==> src/rtl/cm_timing_if.sv <==
// Line/frame timing bundle between the timing generator and the pixel source /
// configuration side. The generator owns the master modport.
interface cm_timing_if #(
  parameter int BACKPORCH_WIDTH  = 8,
  parameter int FRONTPORCH_WIDTH = 12,
  parameter int BLANK_WIDTH      = 8,
  parameter int LINE_WIDTH       = 10
);
  logic                        Enable;
  logic [BACKPORCH_WIDTH-1:0]  BackPorch;
  logic [FRONTPORCH_WIDTH-1:0] FrontPorch;
  logic [FRONTPORCH_WIDTH-1:0] LineLength;
  logic [BLANK_WIDTH-1:0]      BlankLength;
  logic [LINE_WIDTH-1:0]       LinesPerFrame;

  logic                        Sync;
  logic                        Pixel_Valid;
  logic [FRONTPORCH_WIDTH-1:0] PixelX;
  logic [LINE_WIDTH-1:0]       Line_Count;
  logic                        Frame_Start;
  logic                        Cfg_Error;

  modport master (
    input  Enable, BackPorch, FrontPorch, LineLength, BlankLength, LinesPerFrame,
    output Sync, Pixel_Valid, PixelX, Line_Count, Frame_Start, Cfg_Error
  );

  modport slave (
    output Enable, BackPorch, FrontPorch, LineLength, BlankLength, LinesPerFrame,
    input  Sync, Pixel_Valid, PixelX, Line_Count, Frame_Start, Cfg_Error
  );
endinterface

==> src/rtl/cm_timing_gen.sv <==
// Transmit-side line/frame timing generator. Produces the Sync line for the
// capture-side pixel counter plus the pixel window, pixel index, line index
// and frame-start marker. Line geometry is latched at the start of each line
// so configuration changes never disturb a line in progress.
module cm_timing_gen #(
  parameter int BACKPORCH_WIDTH  = 8,
  parameter int FRONTPORCH_WIDTH = 12,
  parameter int BLANK_WIDTH      = 8,
  parameter int LINE_WIDTH       = 10
) (
  input  logic        clk,
  input  logic        rst,
  cm_timing_if.master bus
);
  localparam int FW = FRONTPORCH_WIDTH;
  localparam logic [FW:0] ONE_WIDE = 1;

  typedef enum logic [1:0] {IDLE, BLANK, ACTIVE} state_t;

  state_t                 state;
  logic [BLANK_WIDTH-1:0] blank_cnt;
  logic [FW-1:0]          pos;

  // Geometry captured at line start
  logic [FW-1:0]          bp_q;       // back porch, zero-extended
  logic [FW-1:0]          fp_q;
  logic [FW-1:0]          ll_last_q;  // last Pos of the line
  logic [LINE_WIDTH-1:0]  lpf_last_q; // Line_Count value that wraps to 0

  // Registered outputs
  logic                   sync_q;
  logic                   pv_q;
  logic [FW-1:0]          px_q;
  logic [LINE_WIDTH-1:0]  lc_q;
  logic                   fs_q;
  logic                   err_q;

  // Next-cycle decode
  logic [FW-1:0]          bp_in;
  logic [FW:0]            bp_in_plus1;
  logic                   cfg_bad;
  logic [FW-1:0]          ll_last_in;
  logic                   blank_done;
  logic                   line_done;
  logic [FW-1:0]          pos_inc;
  logic                   pv_inc;
  logic [FW-1:0]          px_inc;
  logic [LINE_WIDTH-1:0]  lc_inc;

  // Decode configuration validity, segment ends and the next pixel window.
  // NOTE: every signal is fully assigned on every pass, so no latch can be inferred.
  always_comb begin
    bp_in       = FW'(bus.BackPorch);
    bp_in_plus1 = {1'b0, bp_in} + ONE_WIDE;
    cfg_bad     = ({1'b0, bus.FrontPorch} <= bp_in_plus1) ||
                  (bus.FrontPorch > bus.LineLength) ||
                  (bus.LinesPerFrame == '0);
    ll_last_in  = (bus.LineLength == '0) ? '0 : bus.LineLength - FW'(1);
    blank_done  = (bus.BlankLength == '0) ||
                  (blank_cnt >= bus.BlankLength - BLANK_WIDTH'(1));
    line_done   = (pos >= ll_last_q);
    pos_inc     = pos + FW'(1);
    pv_inc      = !err_q && (pos_inc > bp_q) && (pos_inc < fp_q);
    px_inc      = pv_inc ? (pos_inc - bp_q - FW'(1)) : '0;
    lc_inc      = (lc_q == lpf_last_q) ? '0 : lc_q + LINE_WIDTH'(1);
  end

  // Line state machine with registered outputs.
  // NOTE: state uses non-blocking assignments so every register samples pre-edge values.
  always_ff @(posedge clk or posedge rst) begin
    if (rst) begin
      state      <= IDLE;
      blank_cnt  <= '0;
      pos        <= '0;
      bp_q       <= '0;
      fp_q       <= '0;
      ll_last_q  <= '0;
      lpf_last_q <= '0;
      sync_q     <= 1'b0;
      pv_q       <= 1'b0;
      px_q       <= '0;
      lc_q       <= '0;
      fs_q       <= 1'b0;
      err_q      <= 1'b0;
    end else begin
      case (state)
        IDLE: begin
          lc_q <= '0;
          if (bus.Enable) begin
            state     <= BLANK;
            blank_cnt <= '0;
          end
        end

        BLANK: begin
          if (blank_done) begin
            // Latch the line geometry; Pos 0 can never exceed the back
            // porch, so the first Sync cycle never carries a pixel.
            state      <= ACTIVE;
            pos        <= '0;
            bp_q       <= bp_in;
            fp_q       <= bus.FrontPorch;
            ll_last_q  <= ll_last_in;
            lpf_last_q <= bus.LinesPerFrame - LINE_WIDTH'(1);
            err_q      <= cfg_bad;
            sync_q     <= 1'b1;
            pv_q       <= 1'b0;
            px_q       <= '0;
            fs_q       <= (lc_q == '0);
          end else begin
            blank_cnt <= blank_cnt + BLANK_WIDTH'(1);
          end
        end

        ACTIVE: begin
          fs_q <= 1'b0;
          if (line_done) begin
            sync_q    <= 1'b0;
            pv_q      <= 1'b0;
            px_q      <= '0;
            blank_cnt <= '0;
            if (bus.Enable) begin
              state <= BLANK;
              lc_q  <= lc_inc;
            end else begin
              state <= IDLE;
              lc_q  <= '0;
            end
          end else begin
            pos  <= pos_inc;
            pv_q <= pv_inc;
            px_q <= px_inc;
          end
        end

        default: state <= IDLE;
      endcase
    end
  end

  assign bus.Sync        = sync_q;
  assign bus.Pixel_Valid = pv_q;
  assign bus.PixelX      = px_q;
  assign bus.Line_Count  = lc_q;
  assign bus.Frame_Start = fs_q;
  assign bus.Cfg_Error   = err_q;
endmodule
==> src/flat_wrapper.sv <==
// flat-port wrapper written by rule: the top's interface ports become plain ports
module cm_timing_gen_flat 
#(
  parameter int BACKPORCH_WIDTH  = 8,
  parameter int FRONTPORCH_WIDTH = 12,
  parameter int BLANK_WIDTH      = 8,
  parameter int LINE_WIDTH       = 10
)
  (clk, rst, bus_Enable, bus_BackPorch, bus_FrontPorch, bus_LineLength, bus_BlankLength, bus_LinesPerFrame, bus_Sync, bus_Pixel_Valid, bus_PixelX, bus_Line_Count, bus_Frame_Start, bus_Cfg_Error);
  cm_timing_if #(.BACKPORCH_WIDTH(BACKPORCH_WIDTH), .FRONTPORCH_WIDTH(FRONTPORCH_WIDTH), .BLANK_WIDTH(BLANK_WIDTH), .LINE_WIDTH(LINE_WIDTH)) bus_i ();
  input  logic clk;
  input  logic rst;
  input wire logic [$bits(bus_i.Enable)-1:0] bus_Enable;
  input wire logic [$bits(bus_i.BackPorch)-1:0] bus_BackPorch;
  input wire logic [$bits(bus_i.FrontPorch)-1:0] bus_FrontPorch;
  input wire logic [$bits(bus_i.LineLength)-1:0] bus_LineLength;
  input wire logic [$bits(bus_i.BlankLength)-1:0] bus_BlankLength;
  input wire logic [$bits(bus_i.LinesPerFrame)-1:0] bus_LinesPerFrame;
  output wire logic [$bits(bus_i.Sync)-1:0] bus_Sync;
  output wire logic [$bits(bus_i.Pixel_Valid)-1:0] bus_Pixel_Valid;
  output wire logic [$bits(bus_i.PixelX)-1:0] bus_PixelX;
  output wire logic [$bits(bus_i.Line_Count)-1:0] bus_Line_Count;
  output wire logic [$bits(bus_i.Frame_Start)-1:0] bus_Frame_Start;
  output wire logic [$bits(bus_i.Cfg_Error)-1:0] bus_Cfg_Error;
  assign bus_i.Enable = bus_Enable;
  assign bus_i.BackPorch = bus_BackPorch;
  assign bus_i.FrontPorch = bus_FrontPorch;
  assign bus_i.LineLength = bus_LineLength;
  assign bus_i.BlankLength = bus_BlankLength;
  assign bus_i.LinesPerFrame = bus_LinesPerFrame;
  assign bus_Sync = bus_i.Sync;
  assign bus_Pixel_Valid = bus_i.Pixel_Valid;
  assign bus_PixelX = bus_i.PixelX;
  assign bus_Line_Count = bus_i.Line_Count;
  assign bus_Frame_Start = bus_i.Frame_Start;
  assign bus_Cfg_Error = bus_i.Cfg_Error;
  cm_timing_gen #(.BACKPORCH_WIDTH(BACKPORCH_WIDTH), .FRONTPORCH_WIDTH(FRONTPORCH_WIDTH), .BLANK_WIDTH(BLANK_WIDTH), .LINE_WIDTH(LINE_WIDTH)) u_core (.clk(clk), .rst(rst), .bus(bus_i));
endmodule
==> config.mk <==
export PLATFORM = sky130hd
export DESIGN_NAME = cm_timing_gen_flat
export DESIGN_NICKNAME = d
export VERILOG_FILES = /design/src/rtl/cm_timing_if.sv /design/src/rtl/cm_timing_gen.sv /design/src/flat_wrapper.sv
export SDC_FILE = /design/constraint.sdc
export NUM_CORES = 1
export LEC_CHECK = 0
export ABC_AREA = 1
export CORE_UTILIZATION = 58
export DETAILED_ROUTE_END_ITERATION = 8
export PLACE_DENSITY = 0.82
export SLEW_MARGIN = 20
export SYNTH_ARGS = -nofsm -noshare
export SYNTH_HDL_FRONTEND = slang
export SYNTH_SLANG_ARGS = --single-unit
==> constraint.sdc <==
create_clock -name clk -period 7 [get_ports clk]
set_input_delay 2.1 -clock clk [delete_from_list [all_inputs] [get_ports clk]]
set_output_delay 2.1 -clock clk [all_outputs]
set_load 0.1 [all_outputs]
==> results.yml <==
clock_network:
  hold_buffers: 0
  clkLatencyLatePin_ns: 0.34
  cts.repair.resized: 0
  cts_root_buf: "clkbuf_16"
  postCtsSetupRepairBufs: 0
  cts-htree-levels: 3
  cts_tree: "built"
  cts_sinks: 90
  clockBufferDepth: 2
  path_clk_slew_ns: 0.06
  cts_buffers: 9
global_route:
  gr-usage-met2_pct: 43.7
  grt_use_total_pct: 26.2
  grt_max_degree: 54
  grtUsageMet3_pct: 3.77
  grt_pass1_vias: 5655
  grt_overflow: 0
  antenna_found_initial: 0
  grt_pass1_wl_um: 26200
  grt_most_used_layer: "met2"
  globalRouteMet1Util_pct: 35.3
finish:
  diodes: 0
  multi_input_area_mm2: 0.00399
  final_nets: 1120
  area_growth_pct: 16.7
  seq_area_mm2: 0.00225
  layout.cells.non_filler: 1137
  drive_gt1_share_pct: 6.34
  post-route-util_pct: 69.9
  n_fill_cell: 959
power:
  ir_drop_uv: 142
  finalPower_mw: 1.83
  p_per_area_mw_per_mm2: 227
  p_leak_nw: 4.12
worst_setup_path:
  crit_family: "buffers and inverters"
  critical_path_class: "in2reg"
  cp-end-kind: "flop"
  crit_buf_inv: 3
  slowest_delay_ns: 0.46
  arrival_ns: 5.24
  reg2reg_slack_ns: 4.06
  path_max_fanout: 47
  cpMaxStageDelayCell: "clkdlybuf4s50_1"
  worst_setup_path_start_kind: "primary input"
  worstSetupStartpoint: "bus_BlankLength[2]"
  r2r_cells: 16
  r2r_end: "u_core.bus.PixelX[8]$_DFFE_PP0P_"
  worstPathRequired_ns: 7.27
  r2r_start: "u_core.pos[0]$_DFFE_PP0P_"
  crit_chain: "clkdlybuf4s50_1, nor2_1, nand4_1, nor3_1, xor2_1, ha_1, a21oi_1, o21a_1, nand4_1, nand2_1, buf_4, o21ai_2, inv_2, nand2_1, nand2_2"
timing:
  hold_viol_final: 0
  finalCritPeriodShare_pct: 70.9
  finalMaxSlewViolations: 0
  setup_violations: 0
  maxSlewHeadroom_pct: 33.3
  rsz0062_at_grt: "no"
  period_needed_ns: 4.96
  setup-tns-final_ns: 0
  fmax_mhz: 202
  skew_ns: 0.00645
  tightest_slew_ns: 0.997
run_status:
  violations: "DRC"
  status: "finished, violations left"
placed_design:
  port_buffers: 78
  post-place-cells: 1123
  hpwl_um: 11700
  place_congestion: 0.872
floorplanning:
  die_width_um: 111
  num_rows: 39
  start_util_pct: 59.9
  design.portCount: 79
  core-area_mm2: 0.0115
  die_h_um: 111
  dieArea_mm2: 0.0123
routing:
  first_pass_iters: 7
  drt_iter0_drc: 367
  routedWlPerCell_um: 13.5
  drc: 11
  wl_um: 15400
  via_count: 6106
  drtAntennaViolNets: 0
  vias_per_cell: 5.37
yosys:
  synth-seq-cells: 90
  synth_top_area_share_pct: 32.6
  synth_most_common_cell: "nand2_1"
  netlist_top_cells_area: "dfrtp_1 (33%), ha_1 (14%), nand2_1 (12%)"
  synth_cell_type_count: 42
  yosysTopAreaCell: "dfrtp_1"
  syn_nets: 1050
  syn_area_mm2: 0.00690
  ys_async_sr_fraction_pct: 100
  yosysSeqAreaShare_pct: 32.6
  syn_avg_cell_area_um2: 7.49
  synthFlopType: "dfrtp_1"
  synth_edf_count: 0
  synthTopCellsByCount: "nand2_1 (223), inv_1 (139), dfrtp_1 (90), ha_1 (75), o21ai_0 (63)"
  yosys_warnings: 0
  synthCells: 921
worst_hold_path:
  worstHoldPathCells: 2
  hold_start: "u_core.bus.Frame_Start$_DFFE_PP0P_"
  min_path_type: "reg2reg"
  holdPathEnd: "u_core.bus.Frame_Start$_DFFE_PP0P_"
run:
  cap_violations: 0
through the flow:
step           worst slack, ns  hold slack (ns)  area (µm²)
2_1_floorplan             2.56            0.452        6900
3_3_place_gp              1.86            0.466        7760
3_5_place_dp              1.73            0.467        7760
4_1_cts                   2.04            0.487        8050
5_1_grt                   1.69            0.517        8060
6_report                  2.04            0.484        8060
power breakdown:
| part | switching, mW | internal, mW | total, mW |
|---|---|---|---|
| clock network | 0.188 | 0.292 | 0.480 |
| logic | 0.422 | 0.231 | 0.653 |
| registers | 0.0648 | 0.631 | 0.696 |
how the worst max path moves through the flow:
| stage | slack (ns) | end | cells after the start |
|---|---|---|---|
| finish | 2.04 | u_core.bus.PixelX[11]$_DFFE_PP0P_ | 15 |
| global route | 1.69 | u_core.bus.PixelX[3]$_DFFE_PP0P_ | 15 |
| CTS | 2.04 | u_core.bus.PixelX[11]$_DFFE_PP0P_ | 15 |
| detailed placement | 1.73 | u_core.bus.PixelX[11]$_DFFE_PP0P_ | 15 |
| global placement | 1.86 | u_core.bus.PixelX[4]$_DFFE_PP0P_ | 15 |
| floorplan | 2.56 | u_core.blank_cnt[0]$_DFFE_PP0P_ | 1 |
layer usage:
| layer | share of wire, % | wire [µm] |
|---|---|---|
| met1 | 48 | 7360 |
| met2 | 46 | 7120 |
| met3 | 4.1 | 626 |
| met4 | 1.9 | 291 |
| met5 | 0 | 0 |
final cells by class:
type,count,share of cell area (%)
clock buffer,12,3.18
multi-input combinational,666,49.6
tap,143,2.22
inverter,144,6.73
clock inverter,2,0.466
sequential,90,28.0
timing repair buffer,80,9.88
worst min-delay path, stage by stage, from the launching register on:
cell and delay [ns]:
dfrtp_1 0.34, nand2_1 0.06, nand2_1 0.06
flip-flops by register name, indices dropped and copies added, names as in the netlist:
name and flops:
u_core.bus.Sync 1, u_core.state 2, u_core.bus.Cfg_Error 1, u_core.fp_q 12, u_core.ll_last_q 12, u_core.bus.Pixel_Valid 1, u_core.bus.Frame_Start 1, u_core.bp_q 8
u_core.pos 12, u_core.blank_cnt 8, u_core.bus.PixelX 12, u_core.bus.Line_Count 10, u_core.lpf_last_q 10
placed cells by master, fill, tap and decap left out, types with 17 or more instances in the layout:
master,count
a21oi_1,31
clkdlybuf4s50_1,78
dfrtp_1,90
ha_1,75
inv_1,138
nand2_1,223
nand2_2,18
nand3_1,42
nand4_1,39
nor2_1,51
nor3_1,17
o21ai_0,62
xor2_1,36
kinds of logic after synthesis:
| kind of cell | synth area share, % |
|---|---|
| AO/OA/AOI/OAI | 10.0 |
| flip-flops | 32.6 |
| buffers and inverters | 9.59 |
| AND/OR/NAND/NOR | 27.9 |
| XOR/XNOR | 5.96 |
| adder cells (fa/ha/maj) | 13.9 |
(Power assumes the default switching activity.)
